## config.mk

```make
export PLATFORM = sky130hd
export DESIGN_NAME = ta_param_writer
export DESIGN_NICKNAME = d
export VERILOG_FILES = /design/src/rtl/ta_param_writer.sv
export SDC_FILE = /design/constraint.sdc
export NUM_CORES = 1
export LEC_CHECK = 0
export BUFFER_PORTS_ARGS = -buffer_cell sky130_fd_sc_hd__buf_2
export CAP_MARGIN = 10
export CELL_PAD_IN_SITES_DETAIL_PLACEMENT = 1
export CELL_PAD_IN_SITES_GLOBAL_PLACEMENT = 2
export CORE_AREA = 2 2 152 213
export CTS_BUF_LIST = sky130_fd_sc_hd__clkbuf_8
export DETAILED_ROUTE_END_ITERATION = 12
export DIE_AREA = 0 0 154 215
export PLACE_DENSITY_LB_ADDON = 0.25
export SYNTH_ARGS = -nofsm -noshare
export SYNTH_HDL_FRONTEND = slang
export SYNTH_SLANG_ARGS = --single-unit
```

## constraint.sdc

```tcl
create_clock -name clock -period 6.2 [get_ports clock]
set_clock_uncertainty 0.2 [all_clocks]
set_input_delay 1.24 -clock clock [delete_from_list [all_inputs] [get_ports clock]]
set_output_delay 1.24 -clock clock [all_outputs]
set_load 0.05 [all_outputs]
```

## src/rtl/ta_param_writer.sv

```systemverilog
// ta_param_writer: serialises one triangle (header + 3 vertices) into VRAM
// parameter memory and emits the matching object-list word on completion.
module ta_param_writer #(
    parameter int ADDR_W = 24
) (
    input  logic              clock,
    input  logic              reset_n,
    input  logic              start,
    input  logic [31:0]       isp_inst,
    input  logic [31:0]       tsp_inst,
    input  logic [31:0]       tex_cont,
    input  logic              shadow,
    input  logic [ADDR_W-1:0] param_ptr,
    input  logic [ADDR_W-1:0] param_limit,
    input  logic              vin_valid,
    input  logic [31:0]       vin_data,
    output logic              vin_ready,
    output logic              vram_wr,
    output logic [ADDR_W-1:0] vram_addr,
    output logic [31:0]       vram_dout,
    input  logic              vram_wait,
    output logic              busy,
    output logic              done,
    output logic              overflow,
    output logic [31:0]       ol_word,
    output logic [ADDR_W-1:0] next_ptr
);
    typedef enum logic [1:0] {IDLE, HDR, VTX, DONE} state_t;
    state_t state_q, state_d;
    logic pend_q, pend_d, last_q, last_d, ovf_q, ovf_d;
    logic tex_q, tex_d, uv16_q, uv16_d, off_q, off_d, shadow_q, shadow_d;
    logic [ADDR_W-1:0] addr_q, addr_d, ptr_q, ptr_d, next_ptr_q, next_ptr_d;
    logic [31:0] data_q, data_d, tsp_q, tsp_d, texw_q, texw_d, ol_q, ol_d;
    logic [1:0] hidx_q, hidx_d, vidx_q, vidx_d;
    logic [2:0] widx_q, widx_d, vw_in, vw, skip;
    logic [4:0] total_in, total;
    logic [ADDR_W-1:0] ptr_in;
    logic [ADDR_W:0] end_in;
    logic fits, complete, free, accept, keep;

    function automatic logic [2:0] vert_words(input logic t, input logic u, input logic o);
        return 3'd4 + (t ? (u ? 3'd1 : 3'd2) : 3'd0) + {2'b00, o};
    endfunction

    assign vw_in = vert_words(isp_inst[25], isp_inst[22], isp_inst[24]);
    assign vw = vert_words(tex_q, uv16_q, off_q);
    assign skip = vw - 3'd3;
    assign total_in = 5'd3 + 5'd3 * {2'b00, vw_in};
    assign total = 5'd3 + 5'd3 * {2'b00, vw};
    assign ptr_in = {param_ptr[ADDR_W-1:2], 2'b00};
    assign end_in = {1'b0, ptr_in} + (ADDR_W+1)'({total_in, 2'b00});
    assign fits = end_in <= {1'b0, param_limit};
    // One-entry output register: a new word may load when empty or draining now
    assign complete = pend_q && !vram_wait;
    assign free = !pend_q || !vram_wait;
    assign vin_ready = (state_q == VTX) && free;
    assign accept = vin_valid && vin_ready;
    assign keep = widx_q < 3'd3 || widx_q == 3'd5 || (widx_q == 3'd3 && tex_q)
                || (widx_q == 3'd4 && tex_q && !uv16_q) || (widx_q == 3'd6 && off_q);

    assign vram_wr = pend_q;
    assign vram_addr = addr_q;
    assign vram_dout = data_q;
    assign busy = state_q == HDR || state_q == VTX;
    assign done = state_q == DONE;
    assign overflow = ovf_q;
    assign ol_word = ol_q;
    assign next_ptr = next_ptr_q;

    always_comb begin
        state_d = state_q;
        pend_d = pend_q;
        last_d = last_q;
        ovf_d = 1'b0;
        tex_d = tex_q;
        uv16_d = uv16_q;
        off_d = off_q;
        shadow_d = shadow_q;
        addr_d = addr_q;
        ptr_d = ptr_q;
        next_ptr_d = next_ptr_q;
        data_d = data_q;
        tsp_d = tsp_q;
        texw_d = texw_q;
        ol_d = ol_q;
        hidx_d = hidx_q;
        vidx_d = vidx_q;
        widx_d = widx_q;
        case (state_q)
            IDLE: if (start) begin
                tex_d = isp_inst[25];
                off_d = isp_inst[24];
                uv16_d = isp_inst[22];
                shadow_d = shadow;
                tsp_d = tsp_inst;
                texw_d = tex_cont;
                ptr_d = ptr_in;
                ovf_d = !fits;
                if (fits) begin
                    state_d = HDR;
                    pend_d = 1'b1;
                    data_d = isp_inst;
                    addr_d = ptr_in;
                    hidx_d = 2'd1;
                end
            end
            // Header register is always full here, so each completion loads the next word
            HDR: if (complete) begin
                addr_d = addr_q + ADDR_W'(4);
                data_d = hidx_q == 2'd1 ? tsp_q : texw_q;
                hidx_d = hidx_q + 2'd1;
                if (hidx_q == 2'd2) state_d = VTX;
            end
            VTX: begin
                addr_d = complete ? addr_q + ADDR_W'(4) : addr_q;
                pend_d = complete ? 1'b0 : pend_q;
                if (accept) begin
                    widx_d = widx_q == 3'd6 ? 3'd0 : widx_q + 3'd1;
                    if (widx_q == 3'd6) begin
                        vidx_d = vidx_q == 2'd2 ? 2'd0 : vidx_q + 2'd1;
                        last_d = vidx_q == 2'd2;
                    end
                    if (keep) begin
                        pend_d = 1'b1;
                        data_d = vin_data;
                    end
                end
                if (last_d && !pend_d) begin
                    state_d = DONE;
                    last_d = 1'b0;
                    next_ptr_d = ptr_q + ADDR_W'({total, 2'b00});
                    ol_d = {3'b100, 4'd0, shadow_q, skip, ptr_q[22:2]};
                end
            end
            default: state_d = IDLE;
        endcase
    end

    always_ff @(posedge clock or negedge reset_n) begin
        if (!reset_n) begin
            state_q <= IDLE;
            pend_q <= 1'b0;
            last_q <= 1'b0;
            ovf_q <= 1'b0;
            tex_q <= 1'b0;
            uv16_q <= 1'b0;
            off_q <= 1'b0;
            shadow_q <= 1'b0;
            addr_q <= '0;
            ptr_q <= '0;
            next_ptr_q <= '0;
            data_q <= '0;
            tsp_q <= '0;
            texw_q <= '0;
            ol_q <= '0;
            hidx_q <= '0;
            vidx_q <= '0;
            widx_q <= '0;
        end else begin
            state_q <= state_d;
            pend_q <= pend_d;
            last_q <= last_d;
            ovf_q <= ovf_d;
            tex_q <= tex_d;
            uv16_q <= uv16_d;
            off_q <= off_d;
            shadow_q <= shadow_d;
            addr_q <= addr_d;
            ptr_q <= ptr_d;
            next_ptr_q <= next_ptr_d;
            data_q <= data_d;
            tsp_q <= tsp_d;
            texw_q <= texw_d;
            ol_q <= ol_d;
            hidx_q <= hidx_d;
            vidx_q <= vidx_d;
            widx_q <= widx_d;
        end
    end
endmodule

```

=== After elaboration in Yosys (flattened, before gate mapping) ===
Cells that the tools add are included.

* Register bits: 208
* Bits of input ports: 182
* Output and inout bits: 117
* Logic and storage cells: 125

* Add/subtract/negate cells: 13
* Multipliers: 2
* Magnitude comparators: 2
* Equal/unequal tests: 18
* Muxes and demuxes: 38
* Reduce and logical (&&, ||, !) cells: 34

{| class="wikitable"
|+ Operators by type and width
! kind !! count
|-
| 2-to-1 mux 32 bit || 6
|-
| one-hot mux 32 bit (3 select lines) || 1
|-
| 2-to-1 mux 24 bit || 3
|-
| one-hot mux 24 bit (2 select lines) || 1
|-
| adder 24 x 7 -> 25 bit || 1
|-
| <= comparator 25 x 24 -> 1 bit || 1
|-
| adder 24 x 3 -> 24 bit (second input constant) || 1
|-
| adder 24 x 7 -> 24 bit || 1
|-
| 2-to-1 mux 2 bit || 11
|-
| 2-to-1 mux 1 bit || 12
|-
| adder 2 x 5 -> 5 bit (first input constant) || 2
|-
| multiplier 2 x 3 -> 5 bit (first input constant) || 2
|-
| != test 2 bit (second input constant) || 5
|-
| equality test 3 bit (second input constant) || 3
|-
| equality test 2 bit (second input constant) || 4
|-
| logical AND 1 bit || 8
|-
| AND reduction 4 bit || 2
|-
| adder 3 x 1 -> 3 bit || 2
|-
| adder 3 x 2 -> 3 bit (first input constant) || 2
|-
| logical OR 1 bit || 6
|-
| != test 2 x 1 -> 1 bit (second input constant) || 3
|-
| one-hot mux 2 bit (3 select lines) || 1
|-
| AND reduction 2 bit || 3
|-
| AND reduction 3 bit || 2
|-
| other kinds (16) || 24
|}

=== Logic depth before layout (Yosys ltp) ===
* Depth after elaboration: 12
* Depth in mapped cells: 27
* Mapped depth without buffers: 25

=== Worst setup path before layout ===
No wires, ideal clock.

* Kind: input port to flip-flop
* Start: input port isp_inst[25]
* End: register data_q[0] (netlist: vram_dout[0])
* Arrival time: 5.784 ns
* Required time: 5.873 ns
* Setup slack: 0.089 ns
* Stages: 25
* Buffers on the path: 2
* Cells stage by stage: and2_1 -> ha_1 -> inv_1 -> ha_1 -> inv_1 -> ha_1 -> inv_1 -> ha_1 -> xor2_1 -> ha_1 -> a21oi_1 -> o21ai_0 -> nor2b_1 -> nand3_1 -> xnor2_1 -> ha_1 -> nand3_2 -> nor4_2 -> nand2_1 -> o31a_1 -> o41ai_2 -> and4_1 -> buf_4 -> buf_12 -> mux2_1

* Word-level cells in the longest chain between the ends: 9

{| class="wikitable"
|+ Ends and longest elaborated chain
! element !! line !! RTL
|-
| start, declared || 9 || <nowiki>input logic [31:0] isp_inst,</nowiki>
|-
| 2-to-1 mux 2 bit || 42 || <nowiki>return 3'd4 + (t ? (u ? 3'd1 : 3'd2) : 3'd0) + {2'b00, o};</nowiki>
|-
| adder 3 x 2 -> 3 bit || 42 ||
|-
| adder 3 x 1 -> 3 bit || 42 ||
|-
| multiplier 2 x 3 -> 5 bit || 48 || <nowiki>assign total_in = 5'd3 + 5'd3 * {2'b00, vw_in};</nowiki>
|-
| adder 2 x 5 -> 5 bit || 48 ||
|-
| adder 24 x 7 -> 25 bit || 51 || <nowiki>assign end_in = {1'b0, ptr_in} + (ADDR_W+1)'({total_in, 2'b00});</nowiki>
|-
| <= comparator 25 x 24 -> 1 bit || 52 || <nowiki>assign fits = end_in <= {1'b0, param_limit};</nowiki>
|-
| != test 2 bit (no source line) || -- ||
|-
| AND reduction 6 bit (no source line) || -- ||
|-
| end signal, assigned || 171 || <nowiki>data_q <= data_d;</nowiki>
|-
| end, declared || 33 || <nowiki>logic [31:0] data_q, data_d, tsp_q, tsp_d, texw_q, texw_d, ol_q, ol_d;</nowiki>
|}

Every way passes these cells.
A chain may end at the register's enable or synchronous reset.

=== Worst setup path after layout ===
* Start: input port isp_inst[25]
* End: register data_q[23] (netlist: vram_dout[23])

Same word-level chain as after synthesis.

==> reports/metrics.csv <==
metric;value;unit
Reg2Reg Launch Point;tex_q;
Die ar.;33100;sq um
Fill cells;3640;
Die Wd;154;microns
Main synth FF type;dfrtp_1;
CP max stage cell;o31a_1;
commonest non-fill, non-tap cells in the layout;285 x buf_2, 204 x dfrtp_1, 148 x mux2_2;
f_max;169;MHz
hold depth;2;
Starting Density;36.4;%
Setup Fix Bufs, Post-CTS;0;
Synth Register Bits;204;
cell family with most CP delay;simple AND/OR/NAND/NOR gates;
fin. max-slew vios;0;
Hold Buf Count CTS;0;
dpl ws;-0.503;ns
DIE HEIGHT;215;microns
vias in the first global route;10080;
flop2flop setup slack;1.86;ns
Initial DRC Count;292;
clk sink count;204;
design area;14200;sq um
Hold Crit Start;next_ptr[19];
DRT Pass-1 Iters;4;
Critical path buffers and inverters;8;
share of cells above drive strength 1;38.8;%
worst hold-check path type;reg2reg;
Worst Hold Path EP;next_ptr[19];
H-tree depth;2;
sequential element share of the synthesized area;44.8;%
drt wl/cell;18.9;microns
crit-path max FO;19;
total track usage;20.7;%
period utilisation layout;95.2;%
DRC Markers;0;
diodes inserted;0;
yosys warns;0;
Ports;299;
Mapped Area;11400;sq um
Max-slew headroom;32.3;%
Post-synth EDFFs;0;
Critical Path End Type;flop;
PortBufs;286;
final worst path period need;5.90;ns
Syn Inst Count;1079;
final worst slack;0.297;ns
final WL;34100;microns
gpl congestion;0.794;
RR Endpoint;next_ptr[16];
Most Frequent Cell on Critical Path;ha_1;
syn avg cell area;10.6;sq um
placed insts;1739;
max incr delay on CP;0.34;ns
WP data required;6.42;ns
max-cap violations;0;
VDD IR max;0.164;mV
worst slew pin tran;1.02;ns
Post-CTS Resized;0;
most common cell after layout, fill and taps aside;buf_2;
area grow syn2layout;24.2;%
synth unique cells;55;
arrival time worst endpoint;6.13;ns
grt ovf;0;
Setup Viol. Count Final;0;
worst r2r path cells;16;
Post-DP Area;13400;sq um
Core Util, Final;45.2;%
DR vias/cell;5.16;
Layout Nets;1622;
vias;9300;
Post-synth ARST share;100;%
clock root buffer;clkbuf_8;
post-DP HPWL;25200;microns
crit start category;input port;
non-filler instance count after layout;1803;
DRT antenna net count;0;
initial antenna violation count;7;
status;completed;
Max clock buf depth;3;
largest net degree at the start of global routing;125;
CTS tree;done;
kind of critical path;in2reg;
Core Rows;77;
LEAKAGE;7.34;nW
core area;31300;sq um
worst skew pair latency;0.56;ns
Final Hold Viols;0;
CTS Buf Count;36;
first-pass GRT wire length;54300;microns
clock slew at reported path FFs;0.05;ns
PwrDens;213;nW/um^2
layer usage:
| metal | vias up | track usage (%) | wire (microns) |
|---|---|---|---|
| met1 | 4532 | 22.1 | 12800 |
| met4 | 12 | 8.85 | 1250 |
| met5 | - | 0 | 81 |
| met2 | 262 | 38.2 | 17900 |
| met3 | 74 | 5.42 | 2010 |
| li1 | 4420 | - | - |
worst register-to-register path, delay by kind of cell (launching register included):
family	cells	cell delay, ns
fa+ha+maj	5	1.35
compound gates	4	1.14
simple gates	3	0.56
flops	1	0.45
xor+xnor	2	0.31
buf+inv	2	0.18
how the worst max path moves through the flow:
stage,from,end,slack (ns),cells past startpoint
global route,isp_inst[25],vram_dout[11],-0.03,28
global placement,isp_inst[25],vram_dout[23],-0.41,27
detailed placement,isp_inst[25],vram_dout[11],-0.50,27
floorplan,isp_inst[25],vram_dout[0],0.09,25
CTS,isp_inst[25],vram_dout[23],0.08,28
finish,isp_inst[25],vram_dout[23],0.30,28
power breakdown:
part	switching [mW]	leakage (nW)	internal [mW]	total [mW]
sequential	0.00511	2.76	1.34	1.35
combinational	0.202	4.15	0.143	0.345
clock	0.589	0.424	0.734	1.32
synth_stat cells, drive strengths merged (15+ instances only):
cell type  instances  share of area, %
o21ai             51               2.2
mux2             179                18
ha                55               6.0
clkbuf            43               1.4
inv               53               1.7
nand3             28               1.3
nor2              58               1.9
a31oi             22               1.2
xor2              15               1.2
a22oi             33               2.2
dfrtp            204                45
nand2             75               2.5
xnor2             29               2.2
buf               26               1.7
a21oi             76               3.3
cells by family (layout without fill, tap and decap cells):
group	after synthesis	after routing	synth area share [%]
and+or+nand+nor	240	240	10.2
AOI/OAI and AO/OA	226	226	12.1
DFF	204	204	44.8
muxes	184	184	18.1
buffers and inverters	122	442	4.87
adders and majority gates	58	58	6.56
xor gates and xnor gates	44	44	3.38
other	1	10	0.0329
flip-flops by register name, summed over array words and instances, names as in the netlist, 2 cells and up:
register / cells
state_q: 2
ptr_q: 22
vidx_q: 2
texw_q: 32
vram_dout: 32
tsp_q: 32
next_ptr: 22
hidx_q: 2
ol_word: 26
vram_addr: 22
widx_q: 3
final cells by class:
| type | instances | area (sq um) | area share, % |
|---|---|---|---|
| multi-input cells | 762 | 5830 | 41.2 |
| inverters | 53 | 199 | 1.41 |
| clock buffers | 44 | 606 | 4.28 |
| repair buffers | 325 | 1770 | 12.5 |
| clock inverters | 20 | 154 | 1.09 |
| flip-flops and latches | 204 | 5100 | 36.1 |
| well taps | 395 | 494 | 3.49 |
metrics by stage:
stage,hold slack [ns],total power [mW],TNS [ns]
after global routing,0.301,3.16,-0.137
final,0.270,3.02,0
after global placement,0.246,1.71,-19.94
after CTS,0.277,3.08,0
after detailed placement,0.265,1.72,-24.95
after floorplan,0.272,1.54,0
No activity file was read; power rests on OpenSTA's default activity.
